===== config.mk =====
export PLATFORM = sky130hd
export DESIGN_NAME = io_dma_mst
export DESIGN_NICKNAME = d
export VERILOG_FILES = /design/src/rtl/io_dma_pkg.sv /design/src/rtl/io_dma_mst.sv
export SDC_FILE = /design/constraint.sdc
export NUM_CORES = 1
export LEC_CHECK = 0
export ABC_CLOCK_PERIOD_IN_PS = 2000
export CAP_MARGIN = 0
export CORE_MARGIN = 2
export CORE_UTILIZATION = 25
export DETAILED_ROUTE_END_ITERATION = 10
export SYNTH_ARGS = -nofsm -noshare
export SYNTH_HDL_FRONTEND = slang
export SYNTH_SLANG_ARGS = --single-unit

===== constraint.sdc =====
create_clock -name clk -period 2 [get_ports clk]
set_input_delay 0.4 -clock clk [delete_from_list [all_inputs] [get_ports clk]]
set_output_delay 0.4 -clock clk [all_outputs]
set_load 0.1 [all_outputs]

===== src/rtl/io_dma_pkg.sv =====
// Shared definitions for the IO DMA master: default widths and FSM state encoding.
package io_dma_pkg;

  localparam int IO_DMA_AW = 14;  // IO word-address width (byte address bits [15:2])
  localparam int IO_DMA_LW = 8;   // transfer-length field width, in words

  typedef enum logic [2:0] {
    ST_IDLE = 3'd0,
    ST_RD   = 3'd1,
    ST_CAP  = 3'd2,
    ST_WR   = 3'd3,
    ST_FIN  = 3'd4
  } dma_state_t;

endpackage


===== src/rtl/io_dma_mst.sv =====
// IO DMA master: copies cmd_len words from a source to a destination IO address,
// one word at a time (read, capture, write), arbitrated by io_gnt.
//
// state | meaning
// ------+--------------------------------------------------------------
// IDLE  | cmd_ready high, waiting for a command
// RD    | read strobe for cur_src, held until io_gnt
// CAP   | read data returns; latch into data register
// WR    | write strobe of data register to cur_dst, held until io_gnt
// FIN   | one-cycle done pulse, then back to IDLE
module io_dma_mst
  import io_dma_pkg::*;
#(
  parameter int AW = IO_DMA_AW,
  parameter int LW = IO_DMA_LW
) (
  input  logic          clk,
  input  logic          rst_n,
  input  logic          cmd_valid,
  output logic          cmd_ready,
  input  logic [AW-1:0] cmd_src,
  input  logic [AW-1:0] cmd_dst,
  input  logic [LW-1:0] cmd_len,
  input  logic          cmd_fix_src,
  input  logic          cmd_fix_dst,
  input  logic          abort,
  input  logic          io_gnt,
  output logic          busy,
  output logic          done,
  output logic          aborted,
  output logic          dma_io_we,
  output logic [AW-1:0] dma_io_wadr,
  output logic [31:0]   dma_io_wdata,
  output logic          dma_io_radr_en,
  output logic [AW-1:0] dma_io_radr,
  input  logic [31:0]   dma_io_rdata
);

  dma_state_t    state_q, state_d;
  logic [AW-1:0] cur_src_q, cur_dst_q;
  logic [LW-1:0] remaining_q;
  logic          fix_src_q, fix_dst_q;
  logic [31:0]   data_q;
  logic          aborted_q;
  logic          in_xfer;

  assign in_xfer   = (state_q == ST_RD) || (state_q == ST_CAP) || (state_q == ST_WR);
  assign cmd_ready = (state_q == ST_IDLE);
  assign busy      = ~cmd_ready;
  assign done      = (state_q == ST_FIN);
  assign aborted   = aborted_q;

  // State register; reset discards any transfer in flight without a pulse.
  always_ff @(posedge clk or negedge rst_n) begin
    if (!rst_n) state_q <= ST_IDLE;
    else        state_q <= state_d;
  end

  // Next-state decode and bus strobes; address/data buses are zero unless strobing.
  always_comb begin
    state_d        = state_q;
    dma_io_radr_en = 1'b0;
    dma_io_radr    = '0;
    dma_io_we      = 1'b0;
    dma_io_wadr    = '0;
    dma_io_wdata   = '0;
    case (state_q)
      ST_IDLE: begin
        if (cmd_valid) state_d = (cmd_len != '0) ? ST_RD : ST_FIN;
      end
      ST_RD: begin
        if (io_gnt) begin
          dma_io_radr_en = 1'b1;
          dma_io_radr    = cur_src_q;
          state_d        = ST_CAP;
        end
        if (abort) state_d = ST_IDLE;
      end
      ST_CAP: begin
        state_d = abort ? ST_IDLE : ST_WR;
      end
      ST_WR: begin
        if (io_gnt) begin
          dma_io_we    = 1'b1;
          dma_io_wadr  = cur_dst_q;
          dma_io_wdata = data_q;
          state_d      = (remaining_q == LW'(1)) ? ST_FIN : ST_RD;
        end
        if (abort) state_d = ST_IDLE;
      end
      ST_FIN:  state_d = ST_IDLE;
      default: state_d = ST_IDLE;
    endcase
  end

  // Transfer context: latched on accept, advanced after each granted write.
  always_ff @(posedge clk or negedge rst_n) begin
    if (!rst_n) begin
      cur_src_q   <= '0;
      cur_dst_q   <= '0;
      remaining_q <= '0;
      fix_src_q   <= 1'b0;
      fix_dst_q   <= 1'b0;
      data_q      <= '0;
      aborted_q   <= 1'b0;
    end else begin
      aborted_q <= abort && in_xfer;
      if (state_q == ST_IDLE && cmd_valid) begin
        cur_src_q   <= cmd_src;
        cur_dst_q   <= cmd_dst;
        remaining_q <= cmd_len;
        fix_src_q   <= cmd_fix_src;
        fix_dst_q   <= cmd_fix_dst;
      end
      if (state_q == ST_CAP) data_q <= dma_io_rdata;
      if (state_q == ST_WR && io_gnt) begin
        remaining_q <= remaining_q - LW'(1);
        if (!fix_src_q) cur_src_q <= cur_src_q + AW'(1);  // wraps modulo 2^AW
        if (!fix_dst_q) cur_dst_q <= cur_dst_q + AW'(1);
      end
    end
  end

endmodule


== Word-level counts from Yosys, hierarchy flattened ==
Cells that the tools add are included.
Word-level totals
  register bits: 74
  bits of input ports: 75
  output and inout bits: 66
  word-level logic and storage cells: 55
Cells by class
  add/sub/neg operators: 3
  eq/ne operators: 8
  mux-type cells: 26
  bitwise operators: 1
  reductions and logical operators: 9
Operator list (count)
  two-way mux 14 bit: 10
  two-way mux 32 bit: 2
  adder 14 x 1 -> 14 bit, second input constant: 2
  two-way mux 3 bit: 7
  two-way mux 8 bit: 2
  case mux 3 bit (4 select lines): 1
  equality test 8 x 1 -> 1 bit, second input constant: 1
  nonzero test 8 bit: 1
  subtractor 8 x 1 -> 8 bit, second input constant: 1
  equality test 3 x 2 -> 1 bit, second input constant: 2
  != test 3 bit, second input constant: 2
  equality test 3 x 1 -> 1 bit, second input constant: 1
  equality test 3 bit, second input constant: 1
  logical AND 1 bit: 3
  zero test 3 bit: 1
  two-way mux 1 bit: 3
  AND reduction 3 bit: 1
  logical OR 1 bit: 2
  two-way mux 2 bit: 1
  != test 2 bit, second input constant: 1
  nonzero test 2 bit: 1
  inverter 1 bit: 1

== Logic depth before layout (Yosys ltp) ==
Gate-level depths: netlist (run 1).
  word-level depth: 5
  depth in mapped cells: 8
  depth with buffers taken out: 5

== Worst setup path before layout (run 1) ==
OpenSTA, ideal clock, no wires.
  kind: reg-to-reg
  from: register state_q[0]
  to: register state_q[0]
  setup time: 0.066 ns
  data arrival time: 4.505 ns
  required time: 1.934 ns
  slack: -2.570 ns
  stages on the path, launching flop included: 6
  path buffers: 1
  clock period less this slack: 4.570 ns
  cell sequence: dfrtp_1 > buf_4 > nor3_1 > inv_1 > o22ai_1 > a22o_1
On the way
  word-level cells in the longest chain between the ends: 3
  elaborated cells between the ends (all ways): 9
  classes of those cells: eq/ne (6); mux (1); reduce/logical (2)
RTL lines
  start, declared: line io_dma_mst.sv:39  | dma_state_t state_q, state_d;
  start signal, assigned: line io_dma_mst.sv:56  | else state_q <= state_d;
  zero test 3 bit (*)
  net cmd_ready: line io_dma_mst.sv:20  | output logic cmd_ready,
  != test 2 bit (no line)
  AND reduction 3 bit (no line)
Mark *: on every way through the listed nets, which the timed path passes. The rest lies on a longest branch.
A chain may end at the register's enable or synchronous reset.

== Worst setup path after layout (run 1) ==
  from: register state_q[2]
  to: output dma_io_wadr[1]
On the way
  word-level cells in the longest chain between the ends: 2
RTL lines
  equality test 3 x 2 -> 1 bit: line io_dma_mst.sv:67  | case (state_q)
  two-way mux 14 bit: line io_dma_mst.sv:67
  end, declared: line io_dma_mst.sv:32  | output logic [AW-1:0] dma_io_wadr,
No other way between the ends.

==> results.md, run 1 <==
- Final TNS setup: 0 ns
- Post-synth EDFFs: 0
- CTS Buffer Depth: 2
- Place WS: -0.326 ns
- Post-Syn Nets: 485
- Status: completed
- Residual overflow from global routing: 0
- Antenna cell count: 0
- Top-count cell post-synth: dfrtp_1
- IO Port Bufs: 140
- CTS tree: done
- Largest cells by area after synthesis: dfrtp_1, and2_1, mux2_2
- Root Buffer: clkbuf_16
- Row cnt: 46
- WL/cell: 15.7 um
- Final worst slack: 0.00311 ns
- Max Fclk: 0.501 GHz
- Via density: 4.77
- Final min period: 2.00 ns
- CTS H-tree lvls: 3
- Syn Area/Cell: 10.1 sq um
- CP Class: register to output pin
- Area of the core: 0.0160 sq mm
- Initial drt markers: 208
- Leakage power: 3.08 nW
- Capturing point of the worst reg2reg path: remaining_q[4]$_DFFE_PN0P_
- Die height: 132 um
- Final WL: 12800 um
- Share of layout cells above drive strength 1: 0.425
- Final HPWL from detailed placement: 9410 um
- Ys flop type: dfrtp_1
- Fin crit share: 0.998
- Remaining antenna violation count after routing: 0
- GRT Overall Usage: 0.144
- Mapped Area: 0.00412 sq mm
- Clk Latency, worst-skew pair: 0.33 ns
- Max-Cap Viols: 0
- Max_slew headroom: 0.622
- Ys Warns: 0
- Commonest cells in the netlist: dfrtp_1, and2_1, mux2_2, nand2_1, nor2_1
- Worst setup SP type: register
- Yosys top cell area share: 0.450
- TritonCTS Buffers: 9
- Final Max Tran Viols: 0
- Post-layout net count: 671
- PD cells: 1260 mW/mm^2
- Post-synthesis cell count: 406
- HP Class: input port to async pin
- Crit. End Element: output pin
- Initial Util: 0.257
- Vias: 3880
- I/O pin total: 141
- Pre-antenna DRT Iters: 5
- # setup viols final: 0
- Tightest Pin Transition: 0.567 ns
- Synth unique cells: 62
- Worst hold margin: 0.0535 ns
- CTS clk-pin slew, worst paths: 0.06 ns
- Critical path arrival: 1.60 ns
- Reg2reg start: state_q[0]$_DFFE_PN0P_
- Fillers: 1484
- RSZ-0062 raised after global routing: true
- Post-synthesis sequential area ratio: 0.450
- Yosys top cell by area: dfrtp_1
- Post-synth ARST share: 1.00
- Number of global-route vias before repair: 4005
- Final Power: 9.31 mW
- R2R depth: 6
- Post-synthesis register bit count: 74
- Worst vdd ir: 0.742 mV
- First-pass GRT wire length: 20500 um
- Setup Skew: 0.00916 ns
- CTS sink count: 74
- Residual DRC count: 0
- Routability Congestion: 0.821
- Critical Path RT: 1.60 ns
- Antenna violations before repair: 0
- Die ar.: 0.0175 sq mm
- Maximum fanout along the worst path: 11
- Synthesis-to-finish area growth: 78.9%
- Final Hold Viols: 0
- Die width: 132 um
- Reg2reg setup slack: 0.10 ns
- Pin count of the biggest net entering global routing: 41
cell usage in the layout (no fill, tap or decap), drive strengths merged, types with 5 or more instances in the layout:
master         netlist  routed
dfrtp               74      74
nor2                25      25
and3                10      10
a311oi               7       7
a21oi               14      14
nand3               16      16
o22ai                7       7
inv                 14      13
mux2                33      33
a211oi               5       5
clkbuf               9      15
clkdlybuf4s50        0      72
buf                 13     121
nor4                 5       5
clkinv               0       5
nand2               32      32
nand4                5       5
o221a                7       7
and2                60      60
nor3                10      10
o21ai                9       9
stage by stage:
stage	utilization	cell area, sq um	instances
5_1_grt	0.460	7360	813
2_1_floorplan	-	4290	406
6_report	0.460	7360	813
4_1_cts	0.451	7210	804
3_5_place_dp	0.429	6860	783
3_3_place_gp	0.429	6860	783
per-layer routing:
layer	share of wire	GRT usage	vias up
met2	0.50	0.248	141
met5	0	0	-
met1	0.44	0.184	1868
met3	0.053	0.0288	9
met4	0.0089	0.0418	0
li1	-	-	1862
power breakdown:
part	internal [mW]	switching (mW)	total [mW]
logic	2.21	2.63	4.85
clock network	0.874	0.615	1.49
registers	2.23	0.743	2.98
state kept, by name, summed over array words and instances (netlist names):
signal / flops
data_q: 32
fix_src_q: 1
aborted: 1
cur_dst_q: 14
fix_dst_q: 1
remaining_q: 8
state_q: 3
cur_src_q: 14
layout make-up:
type,instances,area [sq um],share of cell area
Timing Repair Buffer,197,2640,0.358
Clock inverter,4,27.5,0.00374
Multi-Input combinational cell,296,2260,0.307
Tap cell,216,270,0.0367
Inverter,14,65.1,0.00883
Clock buffer,12,246,0.0335
Sequential cell,74,1860,0.252
worst max path at each step:
stage | start | endpoint | slack (ns)
CTS | state_q[1]$_DFFE_PN0P_ | dma_io_radr[3] | -0.06
global placement | io_gnt | dma_io_wdata[31] | -0.26
floorplan | state_q[2]$_DFFE_PN0P_ | state_q[0]$_DFFE_PN0P_ | -0.56
global route | state_q[2]$_DFFE_PN0P_ | dma_io_wadr[1] | -0.06
detailed placement | io_gnt | remaining_q[7]$_DFFE_PN0P_ | -0.33
finish | state_q[2]$_DFFE_PN0P_ | dma_io_wadr[1] | 0.003
worst max-delay path, cell delays in order, from the launching register on:
cell and delay, ns:
dfrtp_2 0.41, nand4b_4 0.23, clkinv_8 0.14, clkbuf_16 0.16, and2_4 0.15, buf_12 0.17
logic make-up after synthesis:
logic type | synth area share
xor gates and xnor gates | 0.00213
adders and majority gates | 0.0122
AOI/OAI and AO/OA | 0.143
buffers and inverters | 0.0435
DFF | 0.450
muxes | 0.0936
and+or+nand+nor | 0.256
repair_timing:
action | CTS | global route
pin swaps | 17 | 18
setup buffers | 4 | 6
resized for setup | 10 | 13
endpoints found under the setup margin | 63 | 66
hold buffers | 0 | 0
gates cloned | 1 | 3
Note: power is estimated with default switching activity, not from simulation.
==> run 2, diff against run 1 <==
--- a/config.mk
+++ b/config.mk
@@ -5,8 +5,9 @@
 export SDC_FILE = /design/constraint.sdc
 export NUM_CORES = 1
 export LEC_CHECK = 0
+export ABC_AREA = 1
 export ABC_CLOCK_PERIOD_IN_PS = 2000
-export CAP_MARGIN = 0
+export CAP_MARGIN = 20
 export CORE_MARGIN = 2
 export CORE_UTILIZATION = 25
 export DETAILED_ROUTE_END_ITERATION = 10
==> run 2 against run 1 <==
Net effect: the run now ends with negative setup slack left; combinational power is 40% higher; power increased by 21%; global-route usage rose by 0.92 points; routed wire length rose by 7.1%; sequential share of layout area is 1.8 points lower; utilization is 0.20 points lower; clock skew shrank 0.0046 ns; via count rose by 19%; die area increased by 7.2%; register-to-register slack gained 0.18 ns; non-clock buffer count down 21; largest cell class is now multi-input combinational cells; highest routed layer unchanged.
==> results.md, run 2 <==
- Status: finished with violations (was completed)
- Failing checks: negative setup slack
- Yosys top cell by area: dfrtp_1 (unchanged)
- Post-Layout Inst Area: 0.00793 sq mm (was 0.00736 sq mm)
- First-pass GRT wire length: 22600 um (was 20500 um)
- Max-Cap Viols: 0 (unchanged)
- Reg2reg setup slack: 0.28 ns (was 0.10 ns)
- Max reg flops: 32 (unchanged)
- Top-count cell post-synth: nand2_1 (was dfrtp_1)
- CTS clk-pin slew, worst paths: 0.06 ns (about the same)
- Root Buffer: clkbuf_16 (unchanged)
- Final HPWL from detailed placement: 10000 um (was 9410 um)
- CTS tree: done (unchanged)
- CTS Buffer Depth: 2 (unchanged)
- # setup viols final: 6 (was 0)
- Commonest non-fill, non-tap cell in the layout: nand2_1 (was clkdlybuf4s50_1)
- Setup Skew: 0.00459 ns (was 0.00916 ns)
- Final Power: 11.3 mW (was 9.31 mW)
- Final worst slack: -0.0197 ns (was 0.00311 ns)
- PD cells: 1420 mW/mm^2 (was 1260 mW/mm^2)
- Leakage power: 3.54 nW (was 3.08 nW)
- Internal power: 5.75 mW (was 5.32 mW)
- Sw frac: 0.491 (was 0.429)
- Critical path arrival: 1.62 ns (was 1.60 ns)
- Residual overflow from global routing: 0 (unchanged)
- Final min period: 2.02 ns (was 2.00 ns)
- Post-synthesis cell count: 655 (was 406)
- Post-synth EDFFs: 0 (unchanged)
- TritonCTS Buffers: 9 (unchanged)
- Seq pwr share: 0.242 (was 0.319)
- WL met2: 6460 um (was 6420 um)
- Residual DRC count: 0 (unchanged)
- Pre-antenna DRT Iters: 4 (was 5)
- Die height: 137 um (was 132 um)
- NetSw: 5.54 mW (was 3.99 mW)
- Routability Congestion: 0.798 (was 0.821)
- Post-Syn Nets: 734 (was 485)
- CTS H-tree lvls: 3 (unchanged)
- Synthesis-to-finish area growth: 79.3% (was 78.9%)
- Highest Signal Layer: met4 (unchanged)
- Post-synthesis sequential area ratio: 0.419 (was 0.450)
- Row cnt: 48 (was 46)
- Worst setup SP type: register (unchanged)
- Largest regs: data_q x32, cur_dst_q x14, cur_src_q x14 (unchanged)
- Yosys top cell area share: 0.419 (was 0.450)
- Remaining antenna violation count after routing: 0 (unchanged)
- Final WL: 13700 um (was 12800 um)
- Die ar.: 0.0188 sq mm (was 0.0175 sq mm)
- Syn Area/Cell: 6.75 sq um (was 10.1 sq um)
- CTS sink count: 74 (unchanged)
- Via density: 4.42 (was 4.77)
- Max_slew headroom: 0.611 (was 0.622)
- Final TNS setup: -0.0434 ns (was 0 ns)
- Number of global-route vias before repair: 4455 (was 4005)
- Met1 wire length: 6080 um (was 5570 um)
- Antenna violations before repair: 1 (was 0)
- Placed Cells: 1024 (was 783)
- Fin crit share: 1.01 (was 0.998)
- Commonest cells in the netlist: nand2_1, nor2_1, dfrtp_1 (was dfrtp_1, and2_1, mux2_2, nand2_1, nor2_1)
- Vias: 4620 (was 3880)
- Worst vdd ir: 0.550 mV (was 0.742 mV)
- Clk Latency, worst-skew pair: 0.34 ns (was 0.33 ns)
- Ys Warns: 0 (unchanged)
- Final Hold Viols: 0 (unchanged)
- Crit. End Element: output pin (unchanged)
- Initial drt markers: 222 (was 208)
- I/O pin total: 141 (unchanged)
- Finished Layout Cells: 1046 (was 813)
- Die width: 137 um (was 132 um)
- Post-synth ARST share: 1.00 (unchanged)
- Max Fclk: 0.495 GHz (was 0.501 GHz)
- IO Port Bufs: 140 (unchanged)
- RSZ-0062 raised after global routing: true (unchanged)
- Top reg by flops: data_q (unchanged)
- Ys flop type: dfrtp_1 (unchanged)
- CP Class: register to output pin (unchanged)
- Pin count of the biggest net entering global routing: 56 (was 41)
- DR WL met3: 1030 um (was 684 um)
- Comb power frac: 0.600 (was 0.521)
- HP Class: input port to async pin (unchanged)
- Post-synthesis register bit count: 74 (unchanged)
- Share of layout cells above drive strength 1: 0.244 (was 0.425)
- Tightest Pin Transition: 0.582 ns (was 0.567 ns)
- Largest cells by area after synthesis: dfrtp_1, nand2_1, nor2_1 (was dfrtp_1, and2_1, mux2_2)
- WL/cell: 13.1 um (was 15.7 um)
- Final Max Tran Viols: 0 (unchanged)
- Area of the core: 0.0173 sq mm (was 0.0160 sq mm)
- Commonest non-fill, non-tap cells in the layout: nand2_1, dfrtp_1, buf_12, clkdlybuf4s50_1, nor2_4 (was clkdlybuf4s50_1, dfrtp_1, buf_12, and2_4, buf_4)
- CTS Hold Bufs: 0 (unchanged)
- Clk network pwr share: 0.158 (was 0.160)
- Mapped Area: 0.00442 sq mm (was 0.00412 sq mm)
- Post-layout net count: 895 (was 671)
- Initial Util: 0.256 (was 0.257)
- Synth unique cells: 29 (was 62)
- Placed inst area: 0.00745 sq mm (was 0.00686 sq mm)
- GRT Overall Usage: 0.154 (was 0.144)
- Maximum fanout along the worst path: 11 (unchanged)
- Critical Path RT: 1.60 ns (about the same)
- Antenna cell count: 0 (unchanged)
==> run 2: changes by cell type after synthesis, moves of 21 or more <==
| cell | before | now |
|---|---|---|
| nand3_1 | 15 | 36 |
| mux2_2 | 32 | 0 |
| and2_1 | 60 | 0 |
| nor2_1 | 24 | 99 |
| nand2_1 | 32 | 257 |
| inv_1 | 13 | 60 |
| o211ai_1 | 1 | 26 |
==> run 2: cells by family after synthesis <==
kind of cell             Yosys count  synth area share
AO/OA/AOI/OAI                     64            0.0880
XOR/XNOR                           8            0.0159
adder cells (fa/ha/maj)            4            0.0113
buffers and inverters             89            0.0829
flip-flops                        74             0.419
AND/OR/NAND/NOR                  416             0.383
==> run 2: power by group through the flow <==
| stage | clock (mW) | combinational, mW | sequential [mW] |
|---|---|---|---|
| final | 1.78 | 6.77 | 2.73 |
| after global routing | 1.89 | 7.37 | 2.83 |
| after CTS | 1.83 | 6.85 | 2.73 |
| after detailed placement | 0 | 6.64 | 2.75 |
| after global placement | 0 | 6.57 | 2.74 |
| after floorplan | 0 | 4.61 | 2.69 |
==> run 2: routing by layer <==
layer / GRT usage / vias up
met5: 0 / -
met4: 0.0344 / 0
met3: 0.0467 / 9
met2: 0.252 / 136
met1: 0.199 / 2099
li1: - / 2376
==> run 2: what timing repair did <==
action	in CTS	in global routing
endpoints found under the setup margin	61	61
resized for setup	12	2
pin swaps	12	0
buffers inserted	2	1
gates cloned	3	0
==> run 2: layout make-up <==
cell class	instances	area (sq um)
Timing Repair Buffer	176	2520
Tap cell	225	282
Clock inverter	7	103
Fill cell	1674	9370
Clock buffer	9	225
Multi-Input combinational cell	492	2690
Inverter	63	251
Sequential cell	74	1850
==> run 2: critical path, stage by stage (launching register included) <==
cell	delay (ns)
dfrtp_1	0.36
inv_1	0.08
nor2_4	0.11
buf_6	0.14
nand3_4	0.10
buf_12	0.18
nor2_4	0.13
buf_12	0.18
==> run 2: metrics by stage <==
| step | util | worst slack (ns) | hold slack (ns) |
|---|---|---|---|
| floorplan | - | -0.536 | 0.104 |
| global placement | 0.430 | -0.0753 | 0.382 |
| detailed placement | 0.430 | -0.109 | 0.380 |
| CTS | 0.457 | -0.0457 | 0.0145 |
| global route | 0.458 | -0.0982 | 0.0386 |
| finish | 0.458 | -0.0197 | 0.0108 |
==> run 2: worst paths after layout <==
kind | start | to | depth (start not counted)
hold / removal | rst_n | fix_dst_q$_DFFE_PN0P_ | 1
setup / recovery | state_q[0]$_DFFE_PN0P_ | dma_io_wadr[4] | 7
max in group asynchronous | rst_n | data_q[23]$_DFFE_PN0N_ | 2
min in group clk | data_q[18]$_DFFE_PN0N_ | data_q[18]$_DFFE_PN0N_ | 2
setup reg to reg | state_q[0]$_DFFE_PN0P_ | remaining_q[5]$_DFFE_PN0P_ | 11
hold reg to reg | data_q[18]$_DFFE_PN0N_ | data_q[18]$_DFFE_PN0N_ | 2
